[src/rtl/seq_multiplier.sv]
// Iterative shift-add multiplier for the M-extension path.
// One multiplier bit per cycle; zero early-out and flush kill.
module seq_multiplier #(
  parameter int WIDTH = 32,
  parameter int CNT_W = $clog2(WIDTH)
) (
  input  logic             clk,
  input  logic             rst_n,
  input  logic             in_valid,
  output logic             in_ready,
  input  logic [WIDTH-1:0] op_a,
  input  logic [WIDTH-1:0] op_b,
  input  logic [1:0]       mode,
  input  logic             kill,
  output logic             out_valid,
  input  logic             out_ready,
  output logic [WIDTH-1:0] result
);

  localparam int W2 = 2 * WIDTH;

  typedef enum logic [1:0] {
    IDLE,
    CALC,
    DONE
  } state_t;

  state_t           state;
  logic [W2-1:0]    acc;
  logic [W2-1:0]    mcand;
  logic [WIDTH-1:0] mplier;
  logic [CNT_W-1:0] cnt;
  logic             neg_q;
  logic             hi_q;

  logic             a_neg;
  logic             b_neg;
  logic [WIDTH-1:0] a_mag;
  logic [WIDTH-1:0] b_mag;
  logic [W2-1:0]    acc_nxt;
  logic [W2-1:0]    prod;
  logic             zero_op;
  logic             last;

  // mcand/mplier shift each step, so bit[cnt] is always mplier[0]
  always_comb begin
    a_neg   = (mode == 2'b01 || mode == 2'b10)
              && op_a[WIDTH-1];
    b_neg   = (mode == 2'b01) && op_b[WIDTH-1];
    a_mag   = a_neg ? -op_a : op_a;
    b_mag   = b_neg ? -op_b : op_b;
    zero_op = (op_a == '0) || (op_b == '0);
    acc_nxt = acc + (mplier[0] ? mcand : '0);
    prod    = neg_q ? -acc_nxt : acc_nxt;
    last    = (cnt == CNT_W'(WIDTH - 1));
  end

  always_ff @(posedge clk) begin
    if (!rst_n) begin
      state     <= IDLE;
      in_ready  <= 1'b1;
      out_valid <= 1'b0;
      result    <= '0;
      acc       <= '0;
      mcand     <= '0;
      mplier    <= '0;
      cnt       <= '0;
      neg_q     <= 1'b0;
      hi_q      <= 1'b0;
    end else begin
      unique case (state)
        IDLE: begin
          if (in_valid && !kill) begin
            in_ready <= 1'b0;
            if (zero_op) begin
              state     <= DONE;
              out_valid <= 1'b1;
              result    <= '0;
            end else begin
              state  <= CALC;
              cnt    <= '0;
              acc    <= '0;
              mcand  <= {{WIDTH{1'b0}}, a_mag};
              mplier <= b_mag;
              neg_q  <= a_neg ^ b_neg;
              hi_q   <= (mode != 2'b00);
            end
          end
        end
        CALC: begin
          if (kill) begin
            state    <= IDLE;
            in_ready <= 1'b1;
          end else begin
            acc    <= acc_nxt;
            mcand  <= mcand << 1;
            mplier <= mplier >> 1;
            cnt    <= cnt + 1'b1;
            if (last) begin
              state     <= DONE;
              out_valid <= 1'b1;
              result    <= hi_q ? prod[W2-1:WIDTH]
                                : prod[WIDTH-1:0];
            end
          end
        end
        DONE: begin
          if (kill || out_ready) begin
            state     <= IDLE;
            out_valid <= 1'b0;
            in_ready  <= 1'b1;
          end
        end
        default: begin
          state     <= IDLE;
          in_ready  <= 1'b1;
          out_valid <= 1'b0;
        end
      endcase
    end
  end

endmodule

[config.mk]
export PLATFORM = sky130hd
export DESIGN_NAME = seq_multiplier
export DESIGN_NICKNAME = d
export VERILOG_FILES = /design/src/rtl/seq_multiplier.sv
export SDC_FILE = /design/constraint.sdc
export NUM_CORES = 1
export LEC_CHECK = 0
export BUFFER_PORTS_ARGS = -buffer_cell sky130_fd_sc_hd__buf_2
export CORE_ASPECT_RATIO = 1.2
export CORE_MARGIN = 3
export CORE_UTILIZATION = 55
export DETAILED_ROUTE_END_ITERATION = 16
export PLACE_DENSITY = 0.76
export SLEW_MARGIN = 0
export SYNTH_ARGS = -nofsm -noshare
export SYNTH_HDL_FRONTEND = slang
export SYNTH_SLANG_ARGS = --single-unit
[constraint.sdc]
create_clock -name clk -period 9.21 [get_ports clk]
set_clock_uncertainty 0.2 [all_clocks]
set_input_delay 1.3815 -clock clk [delete_from_list [all_inputs] [get_ports clk]]
set_output_delay 1.3815 -clock clk [all_outputs]
set_load 0.05 [all_outputs]
# [Word level (Yosys, flattened, before mapping)]
# Cells that the tools add are included.
[totals] register_bits=203 latch_bits=0 ramBits=0 mem_bits_ro=0 input_bits=71 output_inout_bits=34 wordCells=90 n_memories=0
[op_classes] addsub=5 n_mul=0 n_div=0 magnitude_cmp=0 n_eq_ne=13 shifts=0 n_mux=42 n_bitwise=2 n_reduce_logical=18
[ops] operator="2-to-1 mux 64 bit" n=8
[ops] operator="2-to-1 mux 32 bit" n=10
[ops] operator="one-hot mux 64 bit (2 select lines)" n=2
[ops] operator="one-hot mux 32 bit (2 select lines)" n=2
[ops] operator="adder 64 bit" n=1
[ops] operator="zero test 32 bit" n=2
[ops] operator="negator 32 bit" n=2
[ops] operator="negator 64 bit" n=1
[ops] operator="2-to-1 mux 5 bit" n=3
[ops] operator="!= test 2 bit, second input constant" n=7
[ops] operator="2-to-1 mux 2 bit" n=5
[ops] operator="one-hot mux 5 bit (2 select lines)" n=1
[ops] operator="AND reduction 5 bit" n=2
[ops] operator="AND reduction 3 bit" n=3
[ops] operator="2-to-1 mux 1 bit" n=8
[ops] operator="one-hot mux 1 bit (3 select lines)" n=2
[ops] operator="one-hot mux 2 bit (3 select lines)" n=1
[ops] operator="adder 5 x 1 -> 5 bit, second input constant" n=1
[ops] operator="equality test 5 bit, second input constant" n=1
[ops] operator="equality test 2 x 1 -> 1 bit, second input constant" n=2
[ops] operator="equality test 2 bit, second input constant" n=2
[ops] operator="AND reduction 4 bit" n=1
[ops] operator="nonzero test 2 bit" n=2
[ops] operator="logical AND 1 bit" n=3
[ops] operator="6 further kinds" n=8

# [Longest topological paths before layout]
# Gate-level depths: netlist (run 1).
[depth] depth_word=8 depth_mapped=19 mapped_depth_nobuf=16

# [Worst setup path before layout (run 1)]
# OpenSTA, ideal clock, no wires.
[synth_path] path_kind="register to register" startpoint="register mplier[0]" endpoint="register result[30]" setup_ns=0.128 arrival_ns=4.475 required_ns=8.882 setup_slack_ns=4.407 stages_incl_launch_ff=19 n_path_buf=2 period_less_slack_ns=4.803 cell_sequence="dfxtp_1 clkbuf_1 clkbuf_1 and2_1 ha_1 inv_1 fa_1 nor2b_4 o311a_4 o21ai_4 a2111oi_2 o21ai_0 a31oi_1 xor2_1 a2111oi_0 nor3b_2 nand4b_1 a2111oi_0 nor2_1"
[synth_between] elab_chain_cells=8
[synth_rtl] element="start: declaration" line="31" text="logic [WIDTH-1:0] mplier;"
[synth_rtl] element="start signal: assignment" line="84" text="mplier <= b_mag;"
[synth_rtl] element="start signal: assignment" line="97" text="mplier <= mplier >> 1;"
[synth_rtl] element="2-to-1 mux 64 bit (*)" line="53" text="acc_nxt = acc + (mplier[0] ? mcand : '0);"
[synth_rtl] element="adder 64 bit (*)" line="53"
[synth_rtl] element="negator 64 bit" line="54" text="prod = neg_q ? -acc_nxt : acc_nxt;"
[synth_rtl] element="2-to-1 mux 64 bit (*)" line="54"
[synth_rtl] element="2-to-1 mux 32 bit (*)" line="102" text="result <= hi_q ? prod[W2-1:WIDTH]"
[synth_rtl] element="2-to-1 mux 32 bit (*)" line="99" text="if (last) begin"
[synth_rtl] element="2-to-1 mux 32 bit (*)" line="91" text="if (kill) begin"
[synth_rtl] element="one-hot mux 32 bit (2 select lines) (*)" line="71" text="unique case (state)"
[synth_rtl] element="end signal: assignment" line="102"
[synth_rtl] element="end: declaration" line="17" text="output logic [WIDTH-1:0] result"
# Every way passes the cells marked *; elsewhere a longest branch is shown, timed or not. The select of a mux whose other input is x is not followed.
# A chain may end at the register's enable or synchronous reset.

# [Final worst setup path (run 1)]
# Same ends and word-level chain as after synthesis.

==> results of run 1 <==
## area by class of cell
| cell class | instances | area, µm² |
|---|---|---|
| timing repair buffer | 119 | 633 |
| clock buffer | 28 | 636 |
| multi-input combinational | 1709 | 11200 |
| tap | 379 | 474 |
| clock inverter | 14 | 145 |
| inverter | 34 | 130 |
| sequential | 203 | 4070 |
| fill | 2655 | 10900 |
## worst max-delay path by stage
| stage | slack, ps | startpoint | depth (start not counted) | end |
|---|---|---|---|---|
| floorplan | 4410 | mplier[0]$_SDFFE_PN0P_ | 18 | result[30]$_SDFFE_PN0P_ |
| global placement | 3390 | mplier[0]$_SDFFE_PN0P_ | 17 | result[28]$_SDFFE_PN0P_ |
| detailed placement | 3300 | mplier[0]$_SDFFE_PN0P_ | 17 | result[30]$_SDFFE_PN0P_ |
| CTS | 3300 | mplier[0]$_SDFFE_PN0P_ | 17 | result[30]$_SDFFE_PN0P_ |
| global route | 2620 | mplier[0]$_SDFFE_PN0P_ | 17 | result[28]$_SDFFE_PN0P_ |
| finish | 3230 | mplier[0]$_SDFFE_PN0P_ | 17 | result[30]$_SDFFE_PN0P_ |
## synth_stat cells, drive strengths merged, types with 22 or more instances
library cell,n
nor2,292
dfxtp,203
nand2,157
a21oi,147
o21ai,119
clkbuf,117
a22oi,97
and2,87
ha,70
xnor2,70
a222oi,59
nor3,57
xor2,52
nand4,46
a21o,37
nand3,34
inv,33
o31ai,25
or3,24
nor4,22
o21a,22
## flip-flops by register name (all words and copies together) (netlist names)
register   count
acc           64
mcand         64
mplier        32
result        32
cnt            5
state          2
hi_q           1
in_ready       1
neg_q          1
out_valid      1
## per-layer routing
metal	wire length, µm	track usage [%]
met1	22300	42.4
met2	24800	56.0
met3	3190	3.49
met4	2780	14.7
met5	13	0
## stage by stage
step,power [mW],instances
2_1_floorplan,1.27,2081
3_3_place_gp,1.38,2444
3_5_place_dp,1.39,2444
4_1_cts,2.35,2486
5_1_grt,2.43,2486
6_report,2.35,2486
## power groups by stage
stage | combinational [mW] | sequential, mW | clock [mW]
floorplan | 0.328 | 0.946 | 0
global placement | 0.414 | 0.965 | 0
detailed placement | 0.422 | 0.966 | 0
CTS | 0.425 | 0.947 | 0.974
global route | 0.469 | 0.953 | 1.01
finish | 0.431 | 0.949 | 0.969
## critical path, stage by stage (launching register included)
cell and delay [ps]:
dfxtp_1 410, buf_4 440, and2_1 210, ha_1 170
inv_1 60, fa_1 430, nor2b_4 180, o311a_4 220
o21ai_4 110, a2111oi_2 770, o21ai_0 350, a31oi_1 310
xor2_1 180, a2111oi_0 600, nor3b_2 430, nand4b_1 200
a2111oi_0 440, nor2_1 70
## cell families after synthesis
group	Yosys count
AO/OA/AOI/OAI	688
XOR/XNOR	122
adder cells (fa/ha/maj)	71
buffers and inverters	169
flip-flops	203
multiplexers	14
AND/OR/NAND/NOR	814
==> impl_metrics.yaml, run 1 <==
global_routing:
  grt_pass1_vias: 15400
  grt_pass1_wl_um: 83300
  overflow: 0
  antenna_found_initial: 1
  grt_use_total_pct: 33.0
  grt_max_degree: 100
clock_tree:
  cts_resized: 0
  hold_buffers: 0
  clk_pin_slew_ps: 60
  cts_setup_buffers: 0
  clockBufferDepth: 3
  insertion_delay_ps: 550
  numCtsBuffers: 24
  cts_num_sinks: 203
  htree_num_levels: 1
  root_buffer: "clkbuf_16"
  cts_tree: "yes"
critical_path:
  path_class: "reg2reg"
  worstPathMaxFanout: 59
  worstRegToRegCells: 17
  worstPathArrival_ps: 6200
  r2r_slack_ps: 3230
  cp-end-kind: "flop"
  r2r-start: "mplier[0]$_SDFFE_PN0P_"
  worst_setup_path_start_kind: "flop"
  critPathRequiredTime_ps: 9430
  r2r-end: "result[30]$_SDFFE_PN0P_"
cells_and_area:
  final_nets: 2233
  area_growth_pct: 8.75
  utilization_pct: 61.3
  stdcell_area_um2: 17300
  final_cell_mix: "nor2_1 (290), dfxtp_1 (202), nand2_1 (153)"
  mostFrequentLayoutCell: "nor2_1"
  antenna_cells: 0
  final_layout_size_suffix_gt1_share_pct: 10.4
detailed_routing:
  antenna_left: 0
  initialDrtViolationCount: 1785
  routed_wl_um: 53200
  drc: 0
  dr.pass1.iters: 7
  wl_per_cell_um: 21.4
  vias: 16700
  vias_per_cell: 6.70
logic_synthesis:
  syn_avg_cell_area_um2: 7.63
  syn_area_um2: 15900
  synth_top_area_share_pct: 25.6
  synthAdderAreaFrac_pct: 5.64
  synth_top_family_by_area: "compound AO/OA/AOI/OAI gates"
  yosys.area.top_type: "dfxtp_1"
  synth-xor-area-share_pct: 6.73
  ys_warn_count: 0
  yosys-top-cells-area: "dfxtp_1 (26%), nor2_1 (6.9%), ha_1 (5.5%), a21oi_1 (4.5%), a22oi_1 (4.5%)"
  synth-simple-area-share_pct: 26.0
  synth-edff-count: 0
  synthMuxAreaShare_pct: 0.899
  synth_cells: 2081
  yosysSeqAreaShare_pct: 25.6
  ys_types: 101
  syn_nets: 2223
  ys_async_sr_fraction_pct: 0
  synth-seq-cells: 203
  synth_ff_type: "dfxtp_1"
  synth_compound_area_share_pct: 31.1
timing:
  finalSetupTns_ps: 0
  hold_violations: 0
  fmax_ghz: 0.167
  fin_crit_sh_pct: 64.9
  min_period_ps: 5980
  finalSetupViolCount: 0
  drv_slew: 0
  slew_headroom_pct: 18.8
  fin_ws_ps: 3230
  tightest_slew_ps: 1210
  rsz0062_at_grt: "no"
  hold_ws_ps: 254
hold_path:
  worstHoldEndpoint: "result[2]$_SDFFE_PN0P_"
  hold-path-cell-count: 2
  worstHoldPathType: "reg2reg"
  hold_start: "result[2]$_SDFFE_PN0P_"
placement:
  hpwl_um: 40000
  dpl_cell_area_um2: 16500
  gp_congestion: 0.994
  place_ws_ps: 3300
  portBuffers: 104
power_and_ir_drop:
  intPower_mw: 1.61
  p_sw_uw: 736
  p_per_area_nw_per_um2: 136
  pwr-share-seq_pct: 40.4
  peakVddDrop_mv: 0.117
  p_leak_nw: 6.87
  clkPwrFrac_pct: 41.2
  swShare_pct: 31.3
  combPwrFrac_pct: 18.4
floorplan:
  rows: 67
  die_h_um: 192
  start_util_pct: 56.3
  die_area_um2: 30900
  core_area_um2: 28200
  die_w_um: 161
  io-pin-count: 105
status:
  status: "finished, final reports clean"
run:
  cap_violations: 0
Power figures use the tool's default switching activity.
==> run 2: changes to the inputs <==
==> constraint.sdc (replaced) <==
create_clock -name clk -period 6.2 [get_ports clk]
set_clock_uncertainty 0.2 [all_clocks]
set_input_delay 0.93 -clock clk [delete_from_list [all_inputs] [get_ports clk]]
set_output_delay 0.93 -clock clk [all_outputs]
set_load 0.05 [all_outputs]
==> run 2 against run 1 <==
  * Cell count rose by 0.36%
  * First-iteration DRC count is 8.5% lower
  * Count of clock-buffer cells in the layout up 6
  * Maximum frequency increased by 6.2%
  * Hold slack better by 6.7 ps
  * Non-clock buffer count up 8
  * Sequential share of layout area fell by 0.23 points
  * Sequential cell count stayed put
  * Sequential power increased by 48%
  * Critical path type unchanged
  * Critical endpoint is now result[28]$_SDFFE_PN0P_
==> impl_metrics.yaml, run 2 (synthesis results as in run 1) <==
floorplan:
  start_util_pct: 56.3
  core_area_um2: 28200
  die_w_um: 161
  die_area_um2: 30900
  io-pin-count: 105
  rows: 67
  die_h_um: 192
global_routing:
  grt_busiest_layer: "met2"
  grt_pass1_vias: 15900
  use_met2_pct: 56.2
  grtUsageMet3_pct: 3.88
  grt.met1_usage_pct: 42.4
  grt_max_degree: 125
  grt_use_total_pct: 33.6
  grt_pass1_wl_um: 85100
  antenna_found_initial: 0
  overflow: 0
hold_path:
  worstHoldEndpoint: "acc[7]$_SDFFE_PN0P_"
  hold_start: "acc[7]$_SDFFE_PN0P_"
  hold-path-cell-count: 2
  worstHoldPathType: "reg2reg"
clock_tree:
  cts_tree: "yes"
  root_buffer: "clkbuf_16"
  hold_buffers: 0
  clk_pin_slew_ps: 60
  cts_setup_buffers: 0
  htree_num_levels: 1
  clockBufferDepth: 3
  cts_resized: 0
  numCtsBuffers: 25
  cts_num_sinks: 203
  insertion_delay_ps: 560
critical_path:
  cp-end-kind: "flop"
  worstPathMaxFanout: 39
  worstRegToRegCells: 17
  r2r-start: "mplier[0]$_SDFFE_PN0P_"
  worst_setup_path_start_kind: "flop"
  critPathRequiredTime_ps: 6440
  worstPathArrival_ps: 5870
  r2r-end: "result[28]$_SDFFE_PN0P_"
  path_class: "reg2reg"
  r2r_slack_ps: 570
power_and_ir_drop:
  pwr-share-seq_pct: 38.3
  p_per_area_nw_per_um2: 209
  p_sw_mw: 1.10
  intPower_mw: 2.55
  clkPwrFrac_pct: 43.4
  combPwrFrac_pct: 18.3
  p_leak_nw: 6.97
  peakVddDrop_mv: 0.193
  swShare_pct: 30.1
detailed_routing:
  initialDrtViolationCount: 1633
  drc: 0
  routed_wl_um: 53500
  vias_per_cell: 6.70
  wl_per_cell_um: 21.4
  antenna_left: 0
  dr.pass1.iters: 8
  vias: 16700
run:
  cap_violations: 0
placement:
  portBuffers: 104
  gp_congestion: 1.01
  hpwl_um: 40400
  dp_cells: 2452
cells_and_area:
  final_layout_size_suffix_gt1_share_pct: 10.7
  mostFrequentLayoutCell: "nor2_1"
  finalNonFillerCells: 2495
  reg.largest.list: "acc (64), mcand (64)"
  final_cell_mix: "nor2_1 (290), dfxtp_1 (202), nand2_1 (153)"
  final_nets: 2242
  area_growth_pct: 9.81
  antenna_cells: 0
timing:
  drv_slew: 0
  hold_violations: 0
  rsz0062_at_grt: "no"
  hold_ws_ps: 260
  fmax_ghz: 0.178
  finalSetupTns_ps: 0
  min_period_ps: 5630
  finalSetupViolCount: 0
  tightest_slew_ps: 1220
  slew_headroom_pct: 18.8
  fin_crit_sh_pct: 90.7
status:
  status: "finished, final reports clean"
run 2: power groups by stage:
stage | logic (mW) | clock network (mW) | registers [mW]
6_report | 0.669 | 1.58 | 1.40
5_1_grt | 0.723 | 1.64 | 1.40
4_1_cts | 0.655 | 1.59 | 1.39
3_5_place_dp | 0.652 | 0 | 1.42
3_3_place_gp | 0.640 | 0 | 1.42
2_1_floorplan | 0.487 | 0 | 1.40
run 2: layer usage:
layer,up-vias,wire [µm]
li1,7905,-
met1,7940,22100
met2,695,24800
met3,182,3430
met4,0,3270
met5,-,0
run 2: how the worst max path moves through the flow:
stage | from | endpoint | slack, ps
floorplan | mplier[0]$_SDFFE_PN0P_ | result[30]$_SDFFE_PN0P_ | 1400
global placement | op_a[13] | acc[11]$_SDFFE_PN0P_ | 710
detailed placement | op_a[13] | acc[5]$_SDFFE_PN0P_ | 630
CTS | mplier[0]$_SDFFE_PN0P_ | result[28]$_SDFFE_PN0P_ | 620
global route | mplier[0]$_SDFFE_PN0P_ | result[30]$_SDFFE_PN0P_ | 50
finish | mplier[0]$_SDFFE_PN0P_ | result[28]$_SDFFE_PN0P_ | 570
run 2: critical path: stages (launching register included):
cell	delay, ps
dfxtp_1	330
buf_4	310
and2_1	190
ha_1	180
inv_1	60
fa_1	430
nor2b_4	170
o311a_4	210
o21ai_4	100
a2111oi_2	750
o21ai_0	340
a31oi_1	300
xor2_1	190
a2111oi_0	590
nor3b_2	400
nand4b_1	170
a2111oi_0	460
nor2_1	80
run 2: cell type report:
class / instances / area (µm²)
fillers: 2713 / 10700
clock inverters: 9 / 166
flip-flops and latches: 203 / 4070
inverters: 34 / 130
clock buffers: 34 / 709
well taps: 379 / 474
multi-input cells: 1709 / 11200
repair buffers: 127 / 706
run 2: stage by stage:
stage                     utilization (%)  power (mW)  setup slack [ps]  area [µm²]
after floorplan                         -        1.89              1400       15900
after global placement               58.8        2.06               707       16600
after detailed placement             58.8        2.07               626       16600
after CTS                            61.9        3.64               622       17400
after global routing                 61.9        3.77              53.8       17400
final                                61.9        3.65               575       17400
